**config.mk**
```make
export PLATFORM = sky130hd
export DESIGN_NAME = order_arbiter
export DESIGN_NICKNAME = d
export VERILOG_FILES = /design/src/rtl/order_arbiter.sv
export SDC_FILE = /design/constraint.sdc
export NUM_CORES = 1
export LEC_CHECK = 0
export BUFFER_PORTS_ARGS = -buffer_cell sky130_fd_sc_hd__buf_2
export CAP_MARGIN = 5
export CORE_AREA = 2 2 237 239
export DETAILED_ROUTE_END_ITERATION = 16
export DIE_AREA = 0 0 239 241
export PLACE_DENSITY_LB_ADDON = 0.08
export SLEW_MARGIN = 20
export SYNTH_ARGS = -nofsm -noshare
export SYNTH_HDL_FRONTEND = slang
export SYNTH_SLANG_ARGS = --single-unit
```
**constraint.sdc**
```tcl
create_clock -name clk -period 10.41 [get_ports clk]
set_input_delay 0.5205 -clock clk [delete_from_list [all_inputs] [get_ports clk]]
set_output_delay 0.5205 -clock clk [all_outputs]
set_load 0.05 [all_outputs]
```
**src/rtl/order_arbiter.sv**
```systemverilog
// order_arbiter: shares one registered order output between NUM_REQ strategy
// engines. It uses round-robin selection and a token-bucket issue limiter.
// A kill switch holds the block in HALT until software pulses resume.
module order_arbiter #(
   parameter int NUM_REQ      = 4,
   parameter int SYMBOL_WIDTH = 32,
   parameter int PRICE_WIDTH  = 32,
   parameter int VOLUME_WIDTH = 32,
   parameter int BURST        = 8,
   parameter int RATE_PERIOD  = 16,
   localparam int SRC_W       = $clog2(NUM_REQ)
) (
   input  logic                             clk,
   input  logic                             rst_n,
   input  logic [NUM_REQ-1:0]               req_valid,
   output logic [NUM_REQ-1:0]               req_ready,
   input  logic [NUM_REQ*SYMBOL_WIDTH-1:0]  req_symbol,
   input  logic [NUM_REQ*PRICE_WIDTH-1:0]   req_price,
   input  logic [NUM_REQ*VOLUME_WIDTH-1:0]  req_volume,
   input  logic [NUM_REQ-1:0]               req_side,
   input  logic [NUM_REQ*3-1:0]             req_type,
   input  logic                             kill_switch,
   input  logic                             resume,
   output logic                             out_valid,
   input  logic                             out_ready,
   output logic [SYMBOL_WIDTH-1:0]          out_symbol,
   output logic [PRICE_WIDTH-1:0]           out_price,
   output logic [VOLUME_WIDTH-1:0]          out_volume,
   output logic                             out_side,
   output logic [2:0]                       out_type,
   output logic [SRC_W-1:0]                 out_src,
   output logic                             halted,
   output logic [7:0]                       tokens,
   output logic [31:0]                      grant_count,
   output logic [31:0]                      throttle_count,
   output logic [15:0]                      reject_count
);

   localparam int REF_W = $clog2(RATE_PERIOD);

   typedef enum logic {RUN = 1'b0, HALT = 1'b1} state_t;

   state_t                    state_reg, state_next;
   logic [SRC_W-1:0]          last_grant_reg;
   logic [REF_W-1:0]          refill_cnt_reg;
   logic [7:0]                tokens_reg, tokens_next;
   logic                      out_valid_reg;
   logic [SYMBOL_WIDTH-1:0]   out_symbol_reg;
   logic [PRICE_WIDTH-1:0]    out_price_reg;
   logic [VOLUME_WIDTH-1:0]   out_volume_reg;
   logic                      out_side_reg;
   logic [2:0]                out_type_reg;
   logic [SRC_W-1:0]          out_src_reg;
   logic [31:0]               grant_count_reg, throttle_count_reg;
   logic [15:0]               reject_count_reg;

   logic [SYMBOL_WIDTH-1:0]   sym_arr  [NUM_REQ];
   logic [PRICE_WIDTH-1:0]    pri_arr  [NUM_REQ];
   logic [VOLUME_WIDTH-1:0]   vol_arr  [NUM_REQ];
   logic [2:0]                type_arr [NUM_REQ];

   logic                      win_found;
   logic [SRC_W-1:0]          win_idx;
   int                        scan_idx;
   logic                      slot_free, grant, load, refill, throttle;

   assign slot_free = !out_valid_reg || out_ready;
   assign grant     = (state_reg == RUN) && win_found && slot_free && (tokens_reg != 8'd0);
   assign load      = grant && (vol_arr[win_idx] != '0);
   assign refill    = (refill_cnt_reg == REF_W'(RATE_PERIOD - 1));
   assign throttle  = (state_reg == RUN) && (|req_valid) && slot_free && (tokens_reg == 8'd0);

   // Unpack the per-requester fields and drive the one-hot accept for the winner.
   for (genvar gi = 0; gi < NUM_REQ; gi++) begin : g_req
      assign sym_arr[gi]   = req_symbol[gi*SYMBOL_WIDTH +: SYMBOL_WIDTH];
      assign pri_arr[gi]   = req_price[gi*PRICE_WIDTH +: PRICE_WIDTH];
      assign vol_arr[gi]   = req_volume[gi*VOLUME_WIDTH +: VOLUME_WIDTH];
      assign type_arr[gi]  = req_type[gi*3 +: 3];
      assign req_ready[gi] = rst_n && grant && (win_idx == SRC_W'(gi));
   end

   // Round-robin scan starting just after the last granted requester.
   always_comb begin
      win_found = 1'b0;
      win_idx   = '0;
      scan_idx  = 0;
      for (int k = 1; k <= NUM_REQ; k++) begin
         scan_idx = (int'(last_grant_reg) + k) % NUM_REQ;
         if (!win_found && req_valid[scan_idx[SRC_W-1:0]]) begin
            win_found = 1'b1;
            win_idx   = scan_idx[SRC_W-1:0];
         end
      end
   end

   // RUN/HALT next state: kill wins over resume.
   always_comb begin
      state_next = state_reg;
      case (state_reg)
         RUN:     if (kill_switch) state_next = HALT;
         HALT:    if (resume && !kill_switch) state_next = RUN;
         default: state_next = RUN;
      endcase
   end

   // Token bucket: a consume and a refill in the same cycle cancel out.
   always_comb begin
      tokens_next = tokens_reg;
      if (load && !refill)
         tokens_next = tokens_reg - 8'd1;
      else if (refill && !load && (tokens_reg != 8'(BURST)))
         tokens_next = tokens_reg + 8'd1;
   end

   // Control state: FSM, round-robin pointer, refill timer and bucket.
   always_ff @(posedge clk or negedge rst_n) begin
      if (!rst_n) begin
         state_reg      <= RUN;
         last_grant_reg <= SRC_W'(NUM_REQ - 1);
         refill_cnt_reg <= '0;
         tokens_reg     <= 8'(BURST);
      end else begin
         state_reg      <= state_next;
         if (grant) last_grant_reg <= win_idx;
         refill_cnt_reg <= refill ? '0 : refill_cnt_reg + 1'b1;
         tokens_reg     <= tokens_next;
      end
   end

   // Output order register: load on an issuing grant, clear once taken.
   always_ff @(posedge clk or negedge rst_n) begin
      if (!rst_n) begin
         out_valid_reg  <= 1'b0;
         out_symbol_reg <= '0;
         out_price_reg  <= '0;
         out_volume_reg <= '0;
         out_side_reg   <= 1'b0;
         out_type_reg   <= '0;
         out_src_reg    <= '0;
      end else if (load) begin
         out_valid_reg  <= 1'b1;
         out_symbol_reg <= sym_arr[win_idx];
         out_price_reg  <= pri_arr[win_idx];
         out_volume_reg <= vol_arr[win_idx];
         out_side_reg   <= req_side[win_idx];
         out_type_reg   <= type_arr[win_idx];
         out_src_reg    <= win_idx;
      end else if (out_ready) begin
         out_valid_reg  <= 1'b0;
      end
   end

   // Statistics counters, free-running and wrapping.
   always_ff @(posedge clk or negedge rst_n) begin
      if (!rst_n) begin
         grant_count_reg    <= '0;
         throttle_count_reg <= '0;
         reject_count_reg   <= '0;
      end else begin
         if (load) grant_count_reg <= grant_count_reg + 32'd1;
         if (throttle) throttle_count_reg <= throttle_count_reg + 32'd1;
         if (grant && !load) reject_count_reg <= reject_count_reg + 16'd1;
      end
   end

   assign out_valid      = out_valid_reg;
   assign out_symbol     = out_symbol_reg;
   assign out_price      = out_price_reg;
   assign out_volume     = out_volume_reg;
   assign out_side       = out_side_reg;
   assign out_type       = out_type_reg;
   assign out_src        = out_src_reg;
   assign halted         = (state_reg == HALT);
   assign tokens         = tokens_reg;
   assign grant_count    = grant_count_reg;
   assign throttle_count = throttle_count_reg;
   assign reject_count   = reject_count_reg;

endmodule

```
== After elaboration in Yosys (flattened, before gate mapping) ==
Cells that the tools add are included.

* Register bits: 198
* Input bits: 409
* Output and inout port bits: 196
* Word-level logic and storage cells: 110

* Add/subtract/negate cells: 10
* Order comparisons: 6
* Eq/ne operators: 5
* Multiplexer cells: 38
* Bitwise gates (word level): 2
* Reductions and logical operators: 35

{| class="wikitable"
|+ Operator list
! cell !! count
|-
| $bmux W32 S2 || 3
|-
| $mux W32 || 6
|-
| $add A32 B1 Y32 const B || 2
|-
| $reduce_bool A32 Y1 || 1
|-
| $logic_and A1 B1 Y1 || 20
|-
| $add A16 B1 Y16 const B || 1
|-
| $mux W8 || 2
|-
| $lt A2 B3 Y1 const B || 5
|-
| $mux W1 || 13
|-
| $bmux W1 S2 || 5
|-
| $add A8 B1 Y8 const B || 1
|-
| $logic_not A8 Y1 || 1
|-
| $mux W2 || 4
|-
| $ne A8 B4 Y1 const B || 1
|-
| $reduce_bool A8 Y1 || 1
|-
| $sub A8 B1 Y8 const B || 1
|-
| $logic_not A1 Y1 || 7
|-
| $bmux W3 S2 || 1
|-
| $mux W3 || 2
|-
| $add A2 B1 Y2 const B || 2
|-
| $add A2 B2 Y2 const B || 2
|-
| $add A4 B1 Y4 const B || 1
|-
| $eq A2 B2 Y1 const B || 2
|-
| $eq A4 B4 Y1 const B || 1
|-
| 10 further kinds || 11
|}

== Depth between registers and ports, before layout ==
Gate-level depths: netlist of the first run.

* Depth after elaboration: 24
* Depth in mapped cells: 23
* Depth with buffers taken out: 18

== Least setup slack after synthesis of the first run ==
OpenSTA, ideal clock, no wires.

* Path kind: flip-flop to flip-flop
* Start: register last_grant_reg[1]
* End: register tokens_reg[7] (netlist: tokens[7])
* Library setup time: 138 ps
* Arrival: 4932 ps
* Required time: 10272 ps
* Slack: 5340 ps
* Cell stages (with the launch flop): 23
* Path buffers: 5
* Period minus slack after synthesis: 5070 ps
* Cells stage by stage: dfstp_2 -> nand3b_1 -> a31oi_1 -> clkbuf_1 -> buf_2 -> buf_2 -> mux2i_1 -> mux2i_1 -> nor4_1 -> nand4_1 -> o31ai_4 -> buf_2 -> buf_2 -> nor2_1 -> ha_1 -> a21o_1 -> a21oi_1 -> o21bai_1 -> a21oi_1 -> o21bai_1 -> a21oi_1 -> mux4_2 -> nand4b_1

* Longest elaborated chain between the ends: 23
* Elaborated cells on any way between the ends: 41
* Classes of those cells: add/sub (4); mux (20); bitwise (1); reduce/logical (16)

{| class="wikitable"
|+ Ends and longest elaborated chain
! what !! RTL line !! RTL
|-
| from (decl) || 44 || <nowiki>logic [SRC_W-1:0] last_grant_reg;</nowiki>
|-
| from (signal assigned) || 119 || <nowiki>last_grant_reg <= SRC_W'(NUM_REQ - 1);</nowiki>
|-
| from (signal assigned) || 124 || <nowiki>if (grant) last_grant_reg <= win_idx;</nowiki>
|-
| $add A2 B1 Y2 || 88 || <nowiki>scan_idx = (int'(last_grant_reg) + k) % NUM_REQ;</nowiki>
|-
| $bmux W1 S2 || 89 || <nowiki>if (!win_found && req_valid[scan_idx[SRC_W-1:0]]) begin</nowiki>
|-
| $mux W1 (implied by the code) || 89 ||
|-
| $mux W1 || 89 ||
|-
| $logic_not A1 Y1 || 89 ||
|-
| $logic_and A1 B1 Y1 || 89 ||
|-
| $mux W1 || 89 ||
|-
| $logic_not A1 Y1 || 89 ||
|-
| [... 5 more ...] || -- ||
|-
| $not A2 Y3 (implied by the code) || 69 || <nowiki>assign load = grant && (vol_arr[win_idx] != '0);</nowiki>
|-
| $bmux W32 S2 || 69 ||
|-
| $mux W32 (implied by the code) (2 in series) || 69 ||
|-
| $reduce_bool A32 Y1 || 69 ||
|-
| $logic_and A1 B1 Y1 (*) || 69 ||
|-
| $logic_not A1 Y1 || 111 || <nowiki>else if (refill && !load && (tokens_reg != 8'(BURST)))</nowiki>
|-
| $logic_and A1 B1 Y1 (2 in series) || 111 ||
|-
| $reduce_bool A2 Y1 (no line) || -- ||
|-
| to (signal assigned) || 121 || <nowiki>tokens_reg <= 8'(BURST);</nowiki>
|-
| to (signal assigned) || 126 || <nowiki>tokens_reg <= tokens_next;</nowiki>
|-
| to (decl) || 46 || <nowiki>logic [7:0] tokens_reg, tokens_next;</nowiki>
|}

Every way passes the cells marked *; elsewhere a longest branch is shown, timed or not. The select of a mux whose other input is x is not followed.
A chain may end at the register's enable or synchronous reset.

== Final worst setup path of the first run ==
Ends and elaborated chain as after synthesis.

==> parameters.txt, run 1 <==
Parameter                              Value

Outcome
  Result of the run    finished clean

Synthesis
  Number of synthesized flops with an enable pin    0
  Cells after Synth    between 1000 and 1500
  Register bit total from synthesis    198
  Flip-flop cell with the highest count after synthesis    sky130_fd_sc_hd__dfrtp_1
  Portion of synthesized cell area occupied by the leading cell type    42.41%
  Async SR Flop Fraction    between 90% and 100%
  Register area share after synthesis    43.09%
  Number of warnings reported in the yosys synthesis log    0
  Main area contributors after synthesis    sky130_fd_sc_hd__dfrtp_1 (42%), sky130_fd_sc_hd__mux2i_1 (8.6%), sky130_fd_sc_hd__nand2_1 (5.6%)
  Cell taking the most area after synthesis    sky130_fd_sc_hd__dfrtp_1
  Count of different cell masters after synthesis    43
  Leading cell type by number of instances after synthesis    sky130_fd_sc_hd__dfrtp_1
  Mapped Nets    roughly 1600
  Top cell types by occurrence after synthesis    sky130_fd_sc_hd__dfrtp_1 (195), sky130_fd_sc_hd__nand2_1 (171), sky130_fd_sc_hd__mux2i_1 (99)
  Post-synthesis instance area    0.01151 mm²
  Average footprint of a synthesized cell    just under 10 µm²

Timing
  Peak Freq    174.5 MHz
  Least-Margin Pin Slew    978.1 ps
  Normalized max-slew margin    around a third
  Fin crit period    5730 ps
  Unrepaired setup endpoints after global routing    no
  Final cycle utilization of the critical path    roughly 55%
  Setup skew after layout    14.18 ps
  Total count of hold-check failures in the final report    0
  Setup total negative slack    0 ps
  # setup viols final    0
  Max-slew violation count    0

Setup path
  Critical path startpoint category    register
  Worst Setup End Kind    register
  CP most frequent cell    sky130_fd_sc_hd__a21oi_1
  CP Cell Sequence    mux2i_1, or2_2, o211a_4, buf_4, mux2i_1, nor4_1, nand4_1, o31ai_4, nor2_1, ha_1, a21o_1, a21oi_1, o21bai_1, a21oi_1, o21bai_1, a21oi_1, mux4_2, nand4b_1
  Setup slack of the most critical reg-to-reg path    4680 ps
  Data required time of the critical path    10770 ps
  Critical-path top delay cell    sky130_fd_sc_hd__buf_4
  Family of cells with the greatest summed delay on the critical path    compound AO/OA/AOI/OAI gates
  Arrival time at the worst endpoint    slightly above 6000 ps
  Buffering stage count on the worst path with inverters included    1
  Max Fanout on Critical Path    76
  Type of the setup path with the least slack    register to register
  Slowest cell delay on critical path    730 ps

Power
  Tot Pwr    3821 µW
  Reported leakage power    0.007889 µW
  VDD IR-drop max    approximately 150 µV
  Total power density per cell area    roughly 240 mW/mm²

Detailed routing
  Vias per cell    4.538
  DRC Markers    0
  Routed wl met3    3.926 mm
  Routed length on met1    around 19 mm
  Detailed route wirelength on metal2    25.11 mm
  Count of antenna-violating nets left after detailed routing    0
  Violation count after the first detailed-route iteration    just under 400
  WL final    49.10 mm
  Vias after detailed routing    roughly 11000
  Top sig layer    met5
  WL/cell    20.15 µm
  First-pass detailed-route iteration total    6

Global route
  Antenna violations before repair    10
  Wire length of the first global-routing pass    71.73 mm
  Vias in the first global route    11428
  Overall overflow remaining after global route    0
  Maximum number of pins on one net before global-route repair    85
  Overall fraction of global-route tracks in use    16.87%

Die
  Number of I/O pins    slightly above 600
  Die outline area    0.05760 mm²
  # rows    86
  Vertical die dimension    241 µm
  Starting Density    20.97%
  DIE WIDTH    between 200 and 250 µm
  Core outline area    0.05488 mm²

Cells and area
  Final layout net count    2137
  Post-route cell area    0.01575 mm²
  Layout filler cell count    5969
  Share of the core filled with cells    28.71%
  Share of final-layout standard cells stronger than drive strength 1    40.47%
  Area Growth Syn to Fin    36.92%

Clock tree
  Max Root-Sink Buffers    2
  Clock-pin slew reported for the worst setup and hold paths after clock tree synthesis    approximately 80 ps
  Cell at the root of the clock tree    sky130_fd_sc_hd__clkbuf_16
  Number of buffers inserted by hold repair at cts    1
  Number of clock buffers inserted by TritonCTS    17
  Setup bufs post-CTS    0
  Post-cts gate resize count    0
  Clock tree from TritonCTS    done
  Skew-Pair Late Insertion Delay    500 ps
  Depth of the CTS H-tree    4
  Total clock sinks    between 150 and 200

Place
  HPWL after detailed placement    between 30 and 40 mm
  Global placer's final weighted congestion    0.9137
  Placement-stage cell area    0.01518 mm²
  Port Buffers    604

Job
  Max cap viols    0

Worst hold path
  Kind of path behind the tightest hold check    primary input to register
[area by class of cell]
type / count / area (µm²) / area share, %
Clock inverter: 12 / 120.1 / 0.7624
Timing Repair Buffer: 619 / 3148 / 19.98
Tap cell: 704 / 880.8 / 5.591
Multi-Input combinational cell: 864 / 6142 / 38.99
Inverter: 17 / 63.81 / 0.4051
Clock buffer: 17 / 425.4 / 2.700
Sequential cell: 198 / 4959 / 31.47
Antenna cell: 6 / 15.01 / 0.09531
[worst paths after layout]
check | start | end | cells past startpoint
setup / recovery | last_grant_reg[1]$_DFFE_PN1P_ | tokens[7]$_DFFE_PN0P_ | 18
hold / removal | kill_switch | halted$_DFF_PN0_ | 2
setup reg to reg | last_grant_reg[1]$_DFFE_PN1P_ | tokens[7]$_DFFE_PN0P_ | 18
hold reg to reg | grant_count[31]$_DFFE_PN0P_ | grant_count[31]$_DFFE_PN0P_ | 1
max in group asynchronous | rst_n | grant_count[12]$_DFFE_PN0P_ | 3
min in group asynchronous | rst_n | out_symbol[18]$_DFFE_PN0P_ | 2
[power breakdown]
part           switching, µW  internal [µW]
logic                   1450            566
registers                156            981
clock network            338            331
total                   1940           1880
[worst register-to-register path, delay by kind of cell, from the launching register on]
| kind | cells | cell delay (ps) |
|---|---|---|
| AOI/OAI and AO/OA | 8 | 1930 |
| and+or+nand+nor | 5 | 1050 |
| muxes | 3 | 990 |
| buffers and inverters | 1 | 730 |
| DFF | 1 | 600 |
| adders and majority gates | 1 | 310 |
[metrics by stage]
step	setup slack [ps]	hold slack (ps)	instances
floorplan	5340	224.9	1165
global placement	4535	452.7	2401
detailed placement	4482	452.1	2401
CTS	4588	155.9	2431
global route	4129	172.0	2436
finish	4680	210.9	2437
[placed cells by master (no fill, tap or decap), drive strengths merged, types with 4 or more instances in the layout]
cell and n:
a21o 71, a21oi 7, inv 24, xor2 38
dfrtp 195, nand2 171, or3 4, diode 6
and2 73, nand4 21, and3 21, a311oi 69
nor3 22, clkbuf 17, a211oi 68, nor4 18
xnor2 46, nand3 25, o21ai 4, mux2 42
nor2 26, ha 10, buf 618, mux2i 99
nand2b 5
[kinds of logic (layout without fill, tap and decap cells)]
kind of cell             Yosys count  after routing  synth area share (%)
multiplexers                     142            142                 12.92
buffers and inverters            103            665                 3.719
flip-flops                       198            198                 43.09
adder cells (fa/ha/maj)           11             11                 1.261
XOR/XNOR                          84             84                 6.394
AO/OA/AOI/OAI                    227            227                 15.45
other                              0              6                     0
AND/OR/NAND/NOR                  400            400                 17.16
[per-layer routing]
metal	vias up	global-route usage, %
met5	-	0
met4	4	5.947
met3	56	5.799
met2	389	30.21
met1	5289	18.51
li1	5321	-
Power figures use the tool's default switching activity.
==> run 2: changes to the inputs <==
==> constraint.sdc (replaced) <==
create_clock -name clk -period 5.3 [get_ports clk]
set_input_delay 0.265 -clock clk [delete_from_list [all_inputs] [get_ports clk]]
set_output_delay 0.265 -clock clk [all_outputs]
set_load 0.05 [all_outputs]
==> run 2 against run 1 <==
Compared with the run above:
- clock power up 120%
- combinational power up 100%
- non-clock buffer count up 13
- utilization up 0.47 points
- first-iteration DRC count up 24%
- via count up 2.0%
- die area unchanged
- global-route usage up 0.33 points
- sequential share of layout area down 0.50 points
- design area up 1.6%
- critical path type unchanged
==> parameters.txt, run 2 (same netlist as run 1, synthesis figures left out) <==
Parameter                              Value

Cells and area
  Layout filler cell count    5954 (-0.25%)
  Final layout net count    2150 (+0.61%)
  Most frequent cells in the layout    sky130_fd_sc_hd__buf_2 (603), sky130_fd_sc_hd__dfrtp_1 (195), sky130_fd_sc_hd__nand2_1 (171), sky130_fd_sc_hd__mux2i_1 (99), sky130_fd_sc_hd__and2_1 (73)
  Most frequent standard cell in the layout excluding fill and tap cells    sky130_fd_sc_hd__buf_2
  Share of the core filled with cells    29.17% (+0.47 points)
  Area Growth Syn to Fin    39.15%
  Post-route cell area    0.01601 mm² (+1.6%)
  Share of final-layout standard cells stronger than drive strength 1    40.91% (+0.43 points)

Clock tree
  Total clock sinks    198 (unchanged)
  Cell at the root of the clock tree    sky130_fd_sc_hd__clkbuf_16
  Skew-Pair Late Insertion Delay    500 ps (about the same)
  Clock-pin slew reported for the worst setup and hold paths after clock tree synthesis    80 ps (about the same)
  Max Root-Sink Buffers    2 (unchanged)
  Post-cts gate resize count    0 (unchanged)
  Depth of the CTS H-tree    4 (unchanged)
  Clock tree from TritonCTS    done
  Number of clock buffers inserted by TritonCTS    17 (unchanged)

Global route
  M2 GR Usage    31.31% (+1.1 points)
  Overall fraction of global-route tracks in use    17.20% (+0.33 points)
  Overall overflow remaining after global route    0 (unchanged)
  Vias in the first global route    11713 (+2.5%)
  Grt met1 use    18.32% (-0.19 points)
  Wire length of the first global-routing pass    73.23 mm (+2.1%)
  Maximum number of pins on one net before global-route repair    139 (+64%)
  Routing layer with the top usage in global route    met2
  Antenna violations before repair    14 (+4)
  Met3 Usage GRT    5.787% (-0.011 points)

Job
  Max cap viols    0 (unchanged)

Setup path
  Slowest cell delay on critical path    590 ps (-140 ps)
  CP Cell Sequence    nand3b_1, a31oi_4, buf_4, clkbuf_16, mux2i_1, mux2i_1, nor4_1, nand2_1, o31ai_4, nor2_1, buf_4, ha_1, a21oi_1, o21bai_1, a21oi_1, o21bai_1, a21oi_1, mux4_2, nand4b_1
  Arrival time at the worst endpoint    5170 ps (-920 ps)
  R2R Path End    tokens[7]$_DFFE_PN0P_
  Setup slack of the most critical reg-to-reg path    490 ps (-4190 ps)
  Logic depth of the worst register-to-register path    19 (+1)
  Worst Setup End Kind    register
  Max Fanout on Critical Path    23 (-70%)
  Reg2Reg Launch Point    last_grant_reg[1]$_DFFE_PN1P_
  Type of the setup path with the least slack    register to register
  Data required time of the critical path    5650 ps (-5120 ps)
  CP most frequent cell    sky130_fd_sc_hd__a21oi_1
  Critical path startpoint category    register
  Critical-path top delay cell    sky130_fd_sc_hd__dfstp_2

Timing
  Least-Margin Pin Slew    976.0 ps (-2.020 ps)
  Fin crit period    4815 ps (-915.4 ps)
  Max-slew violation count    0 (unchanged)
  Normalized max-slew margin    34.93% (+0.13 points)
  Setup skew after layout    19.46 ps (+5.276 ps)
  Setup total negative slack    0 ps (unchanged)
  Unrepaired setup endpoints after global routing    no
  Peak Freq    207.7 MHz (+19%)
  Total count of hold-check failures in the final report    0 (unchanged)
  Final cycle utilization of the critical path    90.85% (+36 points)
  # setup viols final    0 (unchanged)

Detailed routing
  WL/cell    20.58 µm (+2.1%)
  DRC Markers    0 (unchanged)
  WL final    50.49 mm (+2.8%)
  Count of antenna-violating nets left after detailed routing    0 (unchanged)
  Vias per cell    4.596 (+1.3%)
  Violation count after the first detailed-route iteration    486 (+24%)
  First-pass detailed-route iteration total    4 (-2)
  Vias after detailed routing    11279 (+2.0%)

Die
  # rows    86 (unchanged)
  DIE WIDTH    239 µm (unchanged)
  Number of I/O pins    605 (unchanged)
  Starting Density    20.97% (unchanged)
  Die outline area    0.05760 mm² (unchanged)
  Vertical die dimension    241 µm (unchanged)
  Core outline area    0.05488 mm² (unchanged)

Place
  Placement-stage cell area    0.01528 mm² (+0.61%)
  Port Buffers    604 (unchanged)
  Global placer's final weighted congestion    0.9170 (+0.36%)
  HPWL after detailed placement    38.95 mm (+2.8%)

Power
  VDD IR-drop max    246.6 µV (+59%)
  Reported leakage power    0.008017 µW (+1.6%)
  Total power density per cell area    482.9 mW/mm² (+99%)
  Tot Pwr    7731 µW (+100%)

Worst hold path
  Worst Hold Launch    out_ready
  Hold-critical path endpoint    out_valid$_DFFE_PN0P_
  Kind of path behind the tightest hold check    primary input to register
  Cell depth of the worst hold path    3 (+1)

Outcome
  Result of the run    finished clean
run 2: changes by cell type in the layout (fill, tap and decap cells not counted), sizes merged:
cell	change
clkinvlp	-1
clkbuf	+1
clkinv	+2
bufinv	+2
buf	+10
diode	+1
dlygate4sd3	+2
run 2: layout make-up:
type | count | area (µm²) | share of cell area (%)
clock inverter | 15 | 229.0 | 1.430
timing repair buffer | 632 | 3293 | 20.57
clock buffer | 17 | 425.4 | 2.657
multi-input combinational | 864 | 6142 | 38.36
tap | 704 | 880.8 | 5.502
antenna | 7 | 17.52 | 0.1094
inverter | 17 | 63.81 | 0.3986
sequential | 198 | 4959 | 30.97
run 2: how the worst max path moves through the flow:
stage	startpoint	end	slack [ps]	cells past startpoint
CTS	last_grant_reg[1]$_DFFE_PN1P_	tokens[7]$_DFFE_PN0P_	330	19
floorplan	last_grant_reg[1]$_DFFE_PN1P_	tokens[7]$_DFFE_PN0P_	230	22
global route	last_grant_reg[1]$_DFFE_PN1P_	tokens[7]$_DFFE_PN0P_	80	18
global placement	last_grant_reg[1]$_DFFE_PN1P_	tokens[7]$_DFFE_PN0P_	440	19
finish	last_grant_reg[1]$_DFFE_PN1P_	tokens[7]$_DFFE_PN0P_	490	19
detailed placement	last_grant_reg[1]$_DFFE_PN1P_	tokens[7]$_DFFE_PN0P_	360	19
run 2: routing by layer:
layer | share of wire, % | up-vias
met1 | 38 | 5435
met4 | 3.0 | 6
li1 | - | 5361
met3 | 7.5 | 72
met5 | 0.081 | -
met2 | 51 | 405
run 2: where the power goes:
| group | total, µW | leakage, µW | switching [µW] | internal (µW) |
|---|---|---|---|---|
| clock network | 1480 | 0.000320 | 707 | 773 |
| registers | 2230 | 0.00242 | 307 | 1930 |
| logic | 4020 | 0.00528 | 2870 | 1150 |
| total | 7730 | 0.00802 | 3880 | 3850 |
run 2: through the flow:
stage	hold WS [ps]	std cells	setup WS [ps]
after detailed placement	363.6	2410	363.3
after global routing	31.06	2454	82.40
after CTS	17.39	2445	334.6
final	67.07	2454	485.0
after global placement	362.7	2410	437.2
after floorplan	-30.59	1165	230.1
run 2: worst max-delay path: cells and delay by family, from the launching register on:
family | cells | cell delay [ps]
compound gates | 7 | 1350
fa+ha+maj | 1 | 310
buf+inv | 3 | 600
flops | 1 | 590
mux | 3 | 860
simple gates | 5 | 950
run 2: timing repair:
action / in CTS / in global routing
endpoints found under the hold margin: 79 / 0
setup buffers: 0 / 1
endpoints found under the setup margin: 0 / 1
hold buffers: 3 / 0
